[config.mk]
export PLATFORM = sky130hd
export DESIGN_NAME = xor_lane_gather
export DESIGN_NICKNAME = d
export VERILOG_FILES = /design/src/rtl/xor_lane_gather.sv
export SDC_FILE = /design/constraint.sdc
export NUM_CORES = 1
export LEC_CHECK = 0
export CORE_MARGIN = 4
export CORE_UTILIZATION = 40
export DETAILED_ROUTE_END_ITERATION = 12
export DONT_BUFFER_PORTS = 1
export REMOVE_ABC_BUFFERS = 1
export SETUP_SLACK_MARGIN = 0.1
export SYNTH_ARGS = -nofsm -noshare
export SYNTH_HDL_FRONTEND = slang
export SYNTH_SLANG_ARGS = --single-unit
[constraint.sdc]
create_clock -name CLK -period 1.9 [get_ports CLK]
set_input_delay 0.19 -clock CLK [delete_from_list [all_inputs] [get_ports CLK]]
set_output_delay 0.19 -clock CLK [all_outputs]
set_load 0.005 [all_outputs]
[src/rtl/xor_lane_gather.sv]
// Serial-to-parallel gatherer: packs LANES consecutive WIDTH-bit beats into one
// registered group for the XOR fold stage. Short frames are zero-padded.
module xor_lane_gather #(
    parameter int WIDTH = 2,
    parameter int LANES = 4
) (
    input  logic                         CLK,
    input  logic                         RESETN,
    input  logic [WIDTH-1:0]             I,
    input  logic                         I_valid,
    input  logic                         I_last,
    output logic                         I_ready,
    output logic [LANES*WIDTH-1:0]       O,
    output logic [$clog2(LANES+1)-1:0]   O_count,
    output logic                         O_valid,
    input  logic                         O_ready
);

    localparam int CW = $clog2(LANES + 1);
    localparam int IW = (LANES > 1) ? $clog2(LANES) : 1;
    localparam logic [IW-1:0] LAST_IDX = IW'(LANES - 1);

    typedef enum logic [0:0] {
        FILL = 1'b0,
        HOLD = 1'b1
    } state_t;

    state_t                   state_r, state_s;
    logic [IW-1:0]            idx_r, idx_s;
    logic [LANES*WIDTH-1:0]   data_r, data_s;
    logic [CW-1:0]            count_r, count_s;
    logic                     valid_r, valid_s;
    logic                     ready_s;

    // Next-state, lane writes and input-side ready.
    always_comb begin
        state_s = state_r;
        idx_s   = idx_r;
        data_s  = data_r;
        count_s = count_r;
        valid_s = valid_r;
        ready_s = 1'b1;
        case (state_r)
            FILL: begin
                ready_s = 1'b1;
                valid_s = 1'b0;
                if (I_valid) begin
                    // The first beat of a group wipes whatever the previous group left.
                    if (idx_r == {IW{1'b0}}) begin
                        data_s = '0;
                    end else begin
                        data_s = data_r;
                    end
                    data_s[int'(idx_r)*WIDTH +: WIDTH] = I;
                    count_s = CW'(idx_r) + CW'(1);
                    if (I_last || (idx_r == LAST_IDX)) begin
                        state_s = HOLD;
                        valid_s = 1'b1;
                        idx_s   = {IW{1'b0}};
                    end else begin
                        idx_s = idx_r + IW'(1);
                    end
                end else begin
                    idx_s = idx_r;
                end
            end
            HOLD: begin
                ready_s = O_ready;
                if (O_ready) begin
                    if (I_valid) begin
                        data_s            = '0;
                        data_s[WIDTH-1:0] = I;
                        count_s           = CW'(1);
                        if (I_last || (LANES == 1)) begin
                            state_s = HOLD;
                            valid_s = 1'b1;
                            idx_s   = {IW{1'b0}};
                        end else begin
                            state_s = FILL;
                            valid_s = 1'b0;
                            idx_s   = IW'(1);
                        end
                    end else begin
                        state_s = FILL;
                        valid_s = 1'b0;
                        data_s  = '0;
                        count_s = {CW{1'b0}};
                        idx_s   = {IW{1'b0}};
                    end
                end else begin
                    valid_s = 1'b1;
                end
            end
            default: begin
                state_s = FILL;
                idx_s   = {IW{1'b0}};
                data_s  = '0;
                count_s = {CW{1'b0}};
                valid_s = 1'b0;
                ready_s = 1'b0;
            end
        endcase
    end

    // State and output registers with synchronous active-low reset.
    always_ff @(posedge CLK) begin
        if (!RESETN) begin
            state_r <= FILL;
            idx_r   <= {IW{1'b0}};
            data_r  <= '0;
            count_r <= {CW{1'b0}};
            valid_r <= 1'b0;
        end else begin
            state_r <= state_s;
            idx_r   <= idx_s;
            data_r  <= data_s;
            count_r <= count_s;
            valid_r <= valid_s;
        end
    end

    assign I_ready = ready_s;
    assign O       = data_r;
    assign O_count = count_r;
    assign O_valid = valid_r;

endmodule

# [After elaboration in Yosys (flattened, before gate mapping)]
# Cells that the tools add are included.
[word_totals] ff_bits=14 in_bits=7 output_inout_bits=13 elab_cells=41
[classes] n_addsub=3 eq_ne=3 shifts=2 muxes=25 n_bitwise=1 reduce_logical=3
[ops] operator="8-bit 2-to-1 mux" n=5
[ops] operator="3-bit negator with 33-bit output" n=1
[ops] operator="2-bit by 33-bit variable shift with 8-bit output (first input constant)" n=1
[ops] operator="2-bit by 33-bit indexed part select with 8-bit output" n=1
[ops] operator="8-bit case mux with 2 select lines" n=1
[ops] operator="2-bit 2-to-1 mux" n=5
[ops] operator="8-bit bitwise mux" n=1
[ops] operator="1-bit 2-to-1 mux" n=7
[ops] operator="3-bit 2-to-1 mux" n=2
[ops] operator="3-bit case mux with 2 select lines" n=1
[ops] operator="2-bit != test (second input constant)" n=2
[ops] operator="1-bit case mux with 2 select lines" n=2
[ops] operator="2-bit case mux with 2 select lines" n=1
[ops] operator="2-bit by 1-bit adder with 3-bit output (second input constant)" n=1
[ops] operator="2-bit by 1-bit adder with 2-bit output (second input constant)" n=1
[ops] operator="2-bit equality test (second input constant)" n=1
[ops] operator="2-bit zero test" n=1
[ops] operator="2-bit AND reduction" n=1
[ops] operator="1-bit logical OR" n=1
[ops] operator="1-bit NOT" n=1

# [Logic depth before layout (Yosys ltp)]
# Gate-level depths: netlist of run 1.
[logic_depth] word_depth=7 depth_mapped=7

# [Worst setup path before layout of run 1]
# OpenSTA, ideal clock, no wires.
[synth_path] path_type="register -> register" start="register idx_r[0]" end="register data_r[2] (netlist: O[2])" setup_ps=116 arrival_time_ps=1514 required_time_ps=1784 slack_ps=270 path_stages_with_launch=8 synth_period_minus_slack_ps=1630 path_cell_list="dfxtp_1 > buf_2 > inv_1 > ha_1 > nor3b_4 > and4_1 > mux2i_1 > nor2b_1"
[synth_between] elab_chain_cells=7 elab_cells_between_ends=10 cone_classes="add/sub (1); shift (2); mux (6); reduce/logical (1)"
[synth_rtl] element="from (decl)" line_no="29" text="logic [IW-1:0] idx_r, idx_s;"
[synth_rtl] element="from (signal assigned)" line_no="109" text="idx_r <= {IW{1'b0}};"
[synth_rtl] element="from (signal assigned)" line_no="115" text="idx_r <= idx_s;"
[synth_rtl] element="branches (longest 4 deep; another with 3-bit negator with 33-bit output)"
[synth_rtl] element="8-bit bitwise mux (*)" line_no="54" text="data_s[int'(idx_r)*WIDTH +: WIDTH] = I;"
[synth_rtl] element="8-bit 2-to-1 mux (*)" line_no="47" text="if (I_valid) begin"
[synth_rtl] element="8-bit case mux with 2 select lines (*)" line_no="43" text="case (state_r)"
[synth_rtl] element="to (signal assigned)" line_no="116" text="data_r <= data_s;"
[synth_rtl] element="to (decl)" line_no="30" text="logic [LANES*WIDTH-1:0] data_r, data_s;"
# Mark *: on every way between the ends. The select of a mux whose other input is x is not followed.
# A chain may end at the register's enable or synchronous reset.

# [Final worst setup path of run 1]
[layout_path] start="register idx_r[1]" end="register data_r[2] (netlist: O[2])"
# Same word-level chain as after synthesis.

==> results of run 1 <==
-- power by group --
part	switching (mW)	internal [mW]
sequential	0.00522	0.302
combinational	0.0468	0.0358
clock	0.0902	0.0735
total	0.142	0.411
-- worst paths after layout --
| check | startpoint | to | slack (ns) | cells past startpoint |
|---|---|---|---|---|
| worst max-delay path | idx_r[1]$_SDFFE_PN0P_ | O[2]$_SDFFE_PN0P_ | 0.33 | 6 |
| worst min-delay path | RESETN | idx_r[0]$_SDFFE_PN0P_ | 0.04 | 1 |
| worst max register to register | idx_r[1]$_SDFFE_PN0P_ | O[2]$_SDFFE_PN0P_ | 0.33 | 6 |
| worst min register to register | O[1]$_SDFFE_PN0P_ | O[1]$_SDFFE_PN0P_ | 0.48 | 2 |
-- flip-flops by register name, summed over array words and instances, names as in the netlist --
register	count
O	8
O_count	3
O_valid	1
idx_r	2
-- final cells by class --
cell class,count,area [µm²]
fillers,179,953.4
repair buffers,2,15.01
flip-flops and latches,14,280.3
inverters,4,15.01
multi-input cells,65,484.2
clock buffers,3,22.52
well taps,25,31.28
-- worst max-delay path: cells and delay by family (launching register included) --
family	cells	cell delay [ns]
adders and majority gates	1	0.36
buffers and inverters	1	0.10
DFF	1	0.40
muxes	1	0.07
and+or+nand+nor	3	0.57
-- cells in the final DEF, fill, tap and decap left out, drive strengths merged --
| master | synthesis | routed |
|---|---|---|
| clkbuf | 1 | 3 |
| nand2b | 2 | 2 |
| nor2b | 11 | 11 |
| inv | 4 | 4 |
| nand2 | 2 | 2 |
| nor3b | 1 | 1 |
| nor4 | 1 | 1 |
| o221ai | 1 | 1 |
| o211ai | 2 | 2 |
| and3 | 2 | 2 |
| a32oi | 2 | 2 |
| a22oi | 2 | 2 |
| mux2i | 4 | 4 |
| and3b | 1 | 1 |
| and4 | 2 | 2 |
| nor2 | 5 | 5 |
| a21boi | 4 | 4 |
| dfxtp | 14 | 14 |
| buf | 2 | 2 |
| o21ai | 8 | 8 |
| ha | 6 | 6 |
| nand3 | 4 | 4 |
| nand4 | 2 | 2 |
| a21oi | 2 | 2 |
| o31ai | 1 | 1 |
-- cell families after synthesis --
family | after synthesis | share of synthesized area [%]
AND/OR/NAND/NOR | 33 | 26.76
flip-flops | 14 | 35.05
multiplexers | 4 | 5.008
adder cells (fa/ha/maj) | 6 | 9.389
AO/OA/AOI/OAI | 22 | 19.41
buffers and inverters | 7 | 4.380
-- layer usage --
metal	global-route usage (%)	share of wire, %	vias up
met5	0	0	-
met3	7.407	7.3	5
met4	7.660	2.3	0
met2	19.42	44	14
li1	-	-	317
met1	14.85	47	273
==> reports/metrics.json, run 1 <==
{
  "synth_top_cells_by_count": {"value": "dfxtp_1 (14), nor2b_1 (11), ha_1 (6)"},
  "final_layout_size_suffix_gt1_share": {"value": 12.50, "unit": "%"},
  "clk_transition_reported_paths": {"value": 0.08, "unit": "ns"},
  "maxClockFrequency": {"value": 638.7, "unit": "MHz"},
  "totalPowerFinal": {"value": 0.5531, "unit": "mW"},
  "post-place-ws": {"value": 0.3652, "unit": "ns"},
  "finalInstanceArea": {"value": 848.3, "unit": "µm²"},
  "ir_drop": {"value": 0.3375, "unit": "mV"},
  "detail_route.drc_violations": {"value": 0},
  "dp_wirelength": {"value": 1177, "unit": "µm"},
  "worst-setup-path-type": {"value": "reg2reg"},
  "synth.cell_area": {"value": 799.5, "unit": "µm²"},
  "timing.critical_path.to_type": {"value": "flop"},
  "setup_ws": {"value": 0.3344, "unit": "ns"},
  "dieHeight": {"value": 52.71, "unit": "µm"},
  "unrepaired_setup_endpoints_after_global_routing": {"value": "false"},
  "worstMarginPinSlew": {"value": 0.4836, "unit": "ns"},
  "cts_max_path_buffers": {"value": 2},
  "cts.sink_count": {"value": 14},
  "ioPinCount": {"value": 20},
  "finalClockSkew": {"value": 0.001592, "unit": "ns"},
  "post_cts_resized": {"value": 0},
  "clk_latency": {"value": 0.28, "unit": "ns"},
  "post_synth.cell_area_avg": {"value": 9.297, "unit": "µm²"},
  "timing.critical_path.required": {"value": 2.12, "unit": "ns"},
  "pwr_density_cell": {"value": 652.0, "unit": "mW/mm²"},
  "path_class_of_the_lowest_slack_min_delay_path": {"value": "in2reg"},
  "finalHoldViolations": {"value": 0},
  "hold_ws": {"value": 0.03749, "unit": "ns"},
  "slew_headroom": {"value": 67.42, "unit": "%"},
  "cts-hold-fix-buffers": {"value": 0},
  "synth-main-ff-cell": {"value": "dfxtp_1"},
  "vias_in_the_first_global_route": {"value": 551},
  "track_usage": {"value": 13.25, "unit": "%"},
  "tritoncts.num_buffers": {"value": 3},
  "outcome": {"value": "finished, final reports clean"},
  "finalMaxSlewViolations": {"value": 0},
  "antenna_found_initial": {"value": 0},
  "synth_cells": {"value": 86},
  "seq_area_frac_synth": {"value": 35.05, "unit": "%"},
  "synth_enable_flop_cells": {"value": 0},
  "diodes": {"value": 0},
  "timing.critical_path.from_type": {"value": "flop"},
  "ctsHtreeMaxLevel": {"value": 1},
  "timing.critical_path.fanout_max": {"value": 5},
  "placed_area": {"value": 825.8, "unit": "µm²"},
  "cts-root-buf": {"value": "clkbuf_4"},
  "yosys_warnings": {"value": 0},
  "grt_max_degree": {"value": 17},
  "number_of_standard_cells_in_the_final_layout_excluding_fillers": {"value": 113},
  "grt_overflow": {"value": 0},
  "final_period_minus_worst_setup_slack": {"value": 1.566, "unit": "ns"},
  "dpl.cell_count": {"value": 110},
  "initial_core_util": {"value": 44.38, "unit": "%"},
  "synth-seq-cells": {"value": 14},
  "syn2layout_area_growth": {"value": 6.103, "unit": "%"},
  "tritoncts": {"value": "yes"},
  "io_buffers": {"value": 0},
  "dr.first_iter.drc_count": {"value": 13},
  "synth_cell_type_count": {"value": 31},
  "globalplace.congestion": {"value": 0.7521},
  "post_drt_wl_per_cell": {"value": 14.01, "unit": "µm"},
  "asyncSetResetFlopFracSynth": {"value": 0, "unit": "%"},
  "cells_along_the_critical_path": {"value": "inv_1 > ha_1 > nor3b_4 > and4_1 > mux2i_1 > nor2b_1"},
  "final_nets": {"value": 103},
  "ant_nets": {"value": 0},
  "synth_top_area_cell": {"value": "dfxtp_1"},
  "final_core_area_utilization": {"value": 47.08, "unit": "%"},
  "synth.top_cells.by_area": {"value": "dfxtp_1 (35%), ha_1 (9.4%), nor2b_1 (8.6%), mux2i_1 (5.0%), o21ai_2 (3.3%)"},
  "cts_setup_buffers": {"value": 0},
  "critical-path-max-stage-delay": {"value": 0.40, "unit": "ns"},
  "drt-pass1-iter-count": {"value": 4},
  "floorplan.die_area": {"value": 0.002778, "unit": "mm²"},
  "wirelength": {"value": 1583, "unit": "µm"},
  "die_width": {"value": 52.71, "unit": "µm"},
  "p_leak": {"value": 0.3396, "unit": "nW"},
  "drt-vias-per-instance": {"value": 5.389},
  "grt_first_pass_wirelength": {"value": 2573, "unit": "µm"},
  "cpMaxStageDelayCell": {"value": "dfxtp_1"},
  "cap_viol_max_count": {"value": 0},
  "core": {"value": 0.001802, "unit": "mm²"},
  "rows": {"value": 15},
  "setup_violations": {"value": 0},
  "vias": {"value": 609},
  "min_period_over_period": {"value": 82.40, "unit": "%"},
  "fin_tns_setup": {"value": 0, "unit": "ns"},
  "synth_most_common_cell": {"value": "dfxtp_1"},
  "worst-endpoint-arrival": {"value": 1.78, "unit": "ns"},
  "synthDominantCellAreaShare": {"value": 35.05, "unit": "%"}
}
Power figures use the tool's default switching activity.
==> inputs of run 2 (changes only) <==
==> constraint.sdc (replaced) <==
create_clock -name CLK -period 1.6 [get_ports CLK]
set_input_delay 0.16 -clock CLK [delete_from_list [all_inputs] [get_ports CLK]]
set_output_delay 0.16 -clock CLK [all_outputs]
set_load 0.005 [all_outputs]
==> run 2 against run 1 <==
  * Final area increased by 3.4%
  * Sequential cell count unchanged
  * Register-to-register slack got worse by 0.12 ns
  * Clock skew about the same
  * Final cell count increased by 0.88%
  * Non-clock buffer count increased by 1
  * Utilization increased by 1.6 points
  * Global-route usage increased by 1.2 points
  * First-iteration DRC count decreased by 31%
  * Critical path type unchanged
  * Largest power group unchanged
==> reports/metrics.json, run 2 (synthesized netlist as in run 1, its figures left out) <==
{
  "outcome": {"value": "finished, final reports clean"},
  "final_cell_mix": {"value": "dfxtp_1 (13), nor2b_1 (11), nor2_1 (5)"},
  "post-place-ws": {"value": 0.06697, "unit": "ns", "change": "-0.2983 ns"},
  "setup_ws": {"value": 0.2111, "unit": "ns", "change": "-0.1233 ns"},
  "detail_route.drc_violations": {"value": 0, "change": "unchanged"},
  "globalplace.congestion": {"value": 0.7379, "change": "-1.9%"},
  "max_reg_flops": {"value": 8, "change": "unchanged"},
  "dp_wirelength": {"value": 1246, "unit": "µm", "change": "+5.9%"},
  "timing.hold.worst_path_depth": {"value": 1, "change": "unchanged"},
  "post_drt_wl_per_cell": {"value": 15.14, "unit": "µm", "change": "+8.1%"},
  "hold_ws": {"value": 0.009999, "unit": "ns", "change": "-0.02750 ns"},
  "timing.rr.end": {"value": "O[7]$_SDFFE_PN0P_"},
  "final_core_area_utilization": {"value": 48.68, "unit": "%", "change": "+1.6 points"},
  "timing.critical_path.to_type": {"value": "flop"},
  "wirelength": {"value": 1726, "unit": "µm", "change": "+9.0%"},
  "setup.reg_to_reg.worst_slack": {"value": 0.21, "unit": "ns", "change": "-0.12 ns"},
  "cts.sink_count": {"value": 14, "change": "unchanged"},
  "ioPinCount": {"value": 20, "change": "unchanged"},
  "timing.critical_path.required": {"value": 1.77, "unit": "ns", "change": "-0.35 ns"},
  "syn2layout_area_growth": {"value": 9.703, "unit": "%"},
  "totalPowerFinal": {"value": 0.6651, "unit": "mW", "change": "+20%"},
  "finalClockSkew": {"value": 0.001343, "unit": "ns", "change": "-0.0002489 ns"},
  "ctsHtreeMaxLevel": {"value": 1, "change": "unchanged"},
  "launch_point_of_the_worst_hold_path": {"value": "RESETN"},
  "io_buffers": {"value": 0, "change": "unchanged"},
  "cp_num_buf_inv": {"value": 1, "change": "unchanged"},
  "timing.critical_path.from_type": {"value": "flop"},
  "cts_setup_buffers": {"value": 0, "change": "unchanged"},
  "r2r_start": {"value": "idx_r[0]$_SDFFE_PN0P_"},
  "vias": {"value": 640, "change": "+5.1%"},
  "route.top_layer_used": {"value": "met4"},
  "critical-path-max-stage-delay": {"value": 0.32, "unit": "ns", "change": "-0.08 ns"},
  "finalHoldViolations": {"value": 0, "change": "unchanged"},
  "cap_viol_max_count": {"value": 0, "change": "unchanged"},
  "maxClockFrequency": {"value": 720.0, "unit": "MHz", "change": "+13%"},
  "worst_reg_to_reg_cells": {"value": 6, "change": "unchanged"},
  "final_nets": {"value": 104, "change": "+0.97%"},
  "antenna_found_initial": {"value": 0, "change": "unchanged"},
  "cpLargestDelayFamily": {"value": "simple AND/OR/NAND/NOR gates"},
  "dieHeight": {"value": 52.71, "unit": "µm", "change": "unchanged"},
  "cpMaxStageDelayCell": {"value": "dfxtp_1"},
  "worst-endpoint-arrival": {"value": 1.56, "unit": "ns", "change": "-0.22 ns"},
  "tritoncts": {"value": "yes"},
  "pwr_density_cell": {"value": 758.3, "unit": "mW/mm²", "change": "+16%"},
  "p_leak": {"value": 0.3452, "unit": "nW", "change": "+1.6%"},
  "vias_in_the_first_global_route": {"value": 617, "change": "+12%"},
  "track_usage": {"value": 14.44, "unit": "%", "change": "+1.2 points"},
  "drt-vias-per-instance": {"value": 5.614, "change": "+4.2%"},
  "ir_drop": {"value": 0.5204, "unit": "mV", "change": "+54%"},
  "cts-root-buf": {"value": "clkbuf_4"},
  "unrepaired_setup_endpoints_after_global_routing": {"value": "false"},
  "final_period_minus_worst_setup_slack": {"value": 1.389, "unit": "ns", "change": "-0.1767 ns"},
  "hold_end": {"value": "idx_r[0]$_SDFFE_PN0P_"},
  "cells_along_the_critical_path": {"value": "buf_4 > ha_1 > and3b_1 > and3_1 > mux2i_1 > nor2b_1"},
  "clk_transition_reported_paths": {"value": 0.08, "unit": "ns", "change": "about the same"},
  "worstMarginPinSlew": {"value": 0.4903, "unit": "ns", "change": "+0.006693 ns"},
  "slew_headroom": {"value": 66.97, "unit": "%", "change": "-0.45 points"},
  "setup_violations": {"value": 0, "change": "unchanged"},
  "floorplan.die_area": {"value": 0.002778, "unit": "mm²", "change": "unchanged"},
  "worst-setup-path-type": {"value": "reg2reg"},
  "min_period_over_period": {"value": 86.81, "unit": "%", "change": "+4.4 points"},
  "tritoncts.num_buffers": {"value": 3, "change": "unchanged"},
  "cts_max_path_buffers": {"value": 2, "change": "unchanged"},
  "most_common_cell_after_layout_fill_and_taps_aside": {"value": "dfxtp_1"},
  "clk_latency": {"value": 0.28, "unit": "ns", "change": "about the same"},
  "rows": {"value": 15, "change": "unchanged"},
  "diodes": {"value": 0, "change": "unchanged"},
  "drt-pass1-iter-count": {"value": 4, "change": "unchanged"},
  "grt_overflow": {"value": 0, "change": "unchanged"},
  "finalMaxSlewViolations": {"value": 0, "change": "unchanged"},
  "grt_max_degree": {"value": 17, "change": "unchanged"},
  "initial_core_util": {"value": 44.38, "unit": "%", "change": "unchanged"},
  "met3WireLength": {"value": 128, "unit": "µm", "change": "+10%"},
  "met2WireLength": {"value": 796, "unit": "µm", "change": "+15%"},
  "dr.first_iter.drc_count": {"value": 9, "change": "-4"},
  "die_width": {"value": 52.71, "unit": "µm", "change": "unchanged"},
  "path_class_of_the_lowest_slack_min_delay_path": {"value": "in2reg"},
  "timing.critical_path.fanout_max": {"value": 13, "change": "+8"},
  "wirelength_met1": {"value": 779, "unit": "µm", "change": "+5.4%"},
  "grt_first_pass_wirelength": {"value": 2835, "unit": "µm", "change": "+10%"},
  "ant_nets": {"value": 0, "change": "unchanged"},
  "fin_tns_setup": {"value": 0, "unit": "ns", "change": "unchanged"},
  "core": {"value": 0.001802, "unit": "mm²", "change": "unchanged"},
  "final_layout_size_suffix_gt1_share": {"value": 17.98, "unit": "%", "change": "+5.5 points"}
}
-- run 2: cell count changes in the layout (fill, tap and decap cells not counted), sizes merged --
cell,change
dlygate4sd3,+1
-- run 2: cell type report --
cell class | count | area [µm²]
well taps | 25 | 31.28
fillers | 202 | 924.6
inverters | 4 | 15.01
clock buffers | 3 | 22.52
flip-flops and latches | 14 | 284.0
repair buffers | 3 | 25.02
multi-input cells | 65 | 499.2
-- run 2: worst max-delay path by stage --
stage	start	to	slack, ns	cells after the start
floorplan	idx_r[0]$_SDFFE_PN0P_	O[2]$_SDFFE_PN0P_	-0.06	6
global placement	idx_r[1]$_SDFFE_PN0P_	O[2]$_SDFFE_PN0P_	0.11	6
detailed placement	idx_r[1]$_SDFFE_PN0P_	O[2]$_SDFFE_PN0P_	0.07	6
CTS	idx_r[1]$_SDFFE_PN0P_	O[2]$_SDFFE_PN0P_	0.10	6
global route	idx_r[1]$_SDFFE_PN0P_	O[3]$_SDFFE_PN0P_	0.12	6
finish	idx_r[0]$_SDFFE_PN0P_	O[7]$_SDFFE_PN0P_	0.21	6
-- run 2: layer usage --
layer,global-route usage [%],vias to the layer above
li1,-,318
met1,16.58,303
met2,21.49,17
met3,7.407,2
met4,7.660,0
met5,0,-
-- run 2: report_power, final --
| part | total, mW | switching, mW | internal [mW] |
|---|---|---|---|
| Clock | 0.195 | 0.107 | 0.0873 |
| Combinational | 0.104 | 0.0566 | 0.0472 |
| Sequential | 0.367 | 0.00981 | 0.357 |
| Total | 0.665 | 0.174 | 0.491 |
-- run 2: through the flow --
step,area (µm²),instances
2_1_floorplan,779.5,83
3_5_place_dp,825.8,110
4_1_cts,849.6,113
6_report,877.1,114
3_3_place_gp,825.8,110
5_1_grt,877.1,114
-- run 2: worst register-to-register path, delay by kind of cell (launching register included) --
kind	cells	cell delay [ns]
and+or+nand+nor	3	0.41
muxes	1	0.14
adders and majority gates	1	0.23
DFF	1	0.32
buffers and inverters	1	0.18
-- run 2: timing repair --
action | in CTS | in global routing
endpoints found under the hold margin | 0 | 2
setup endpoints to repair | 4 | 8
pin swaps | 0 | 0
hold buffers | 0 | 1
resized for setup | 1 | 5
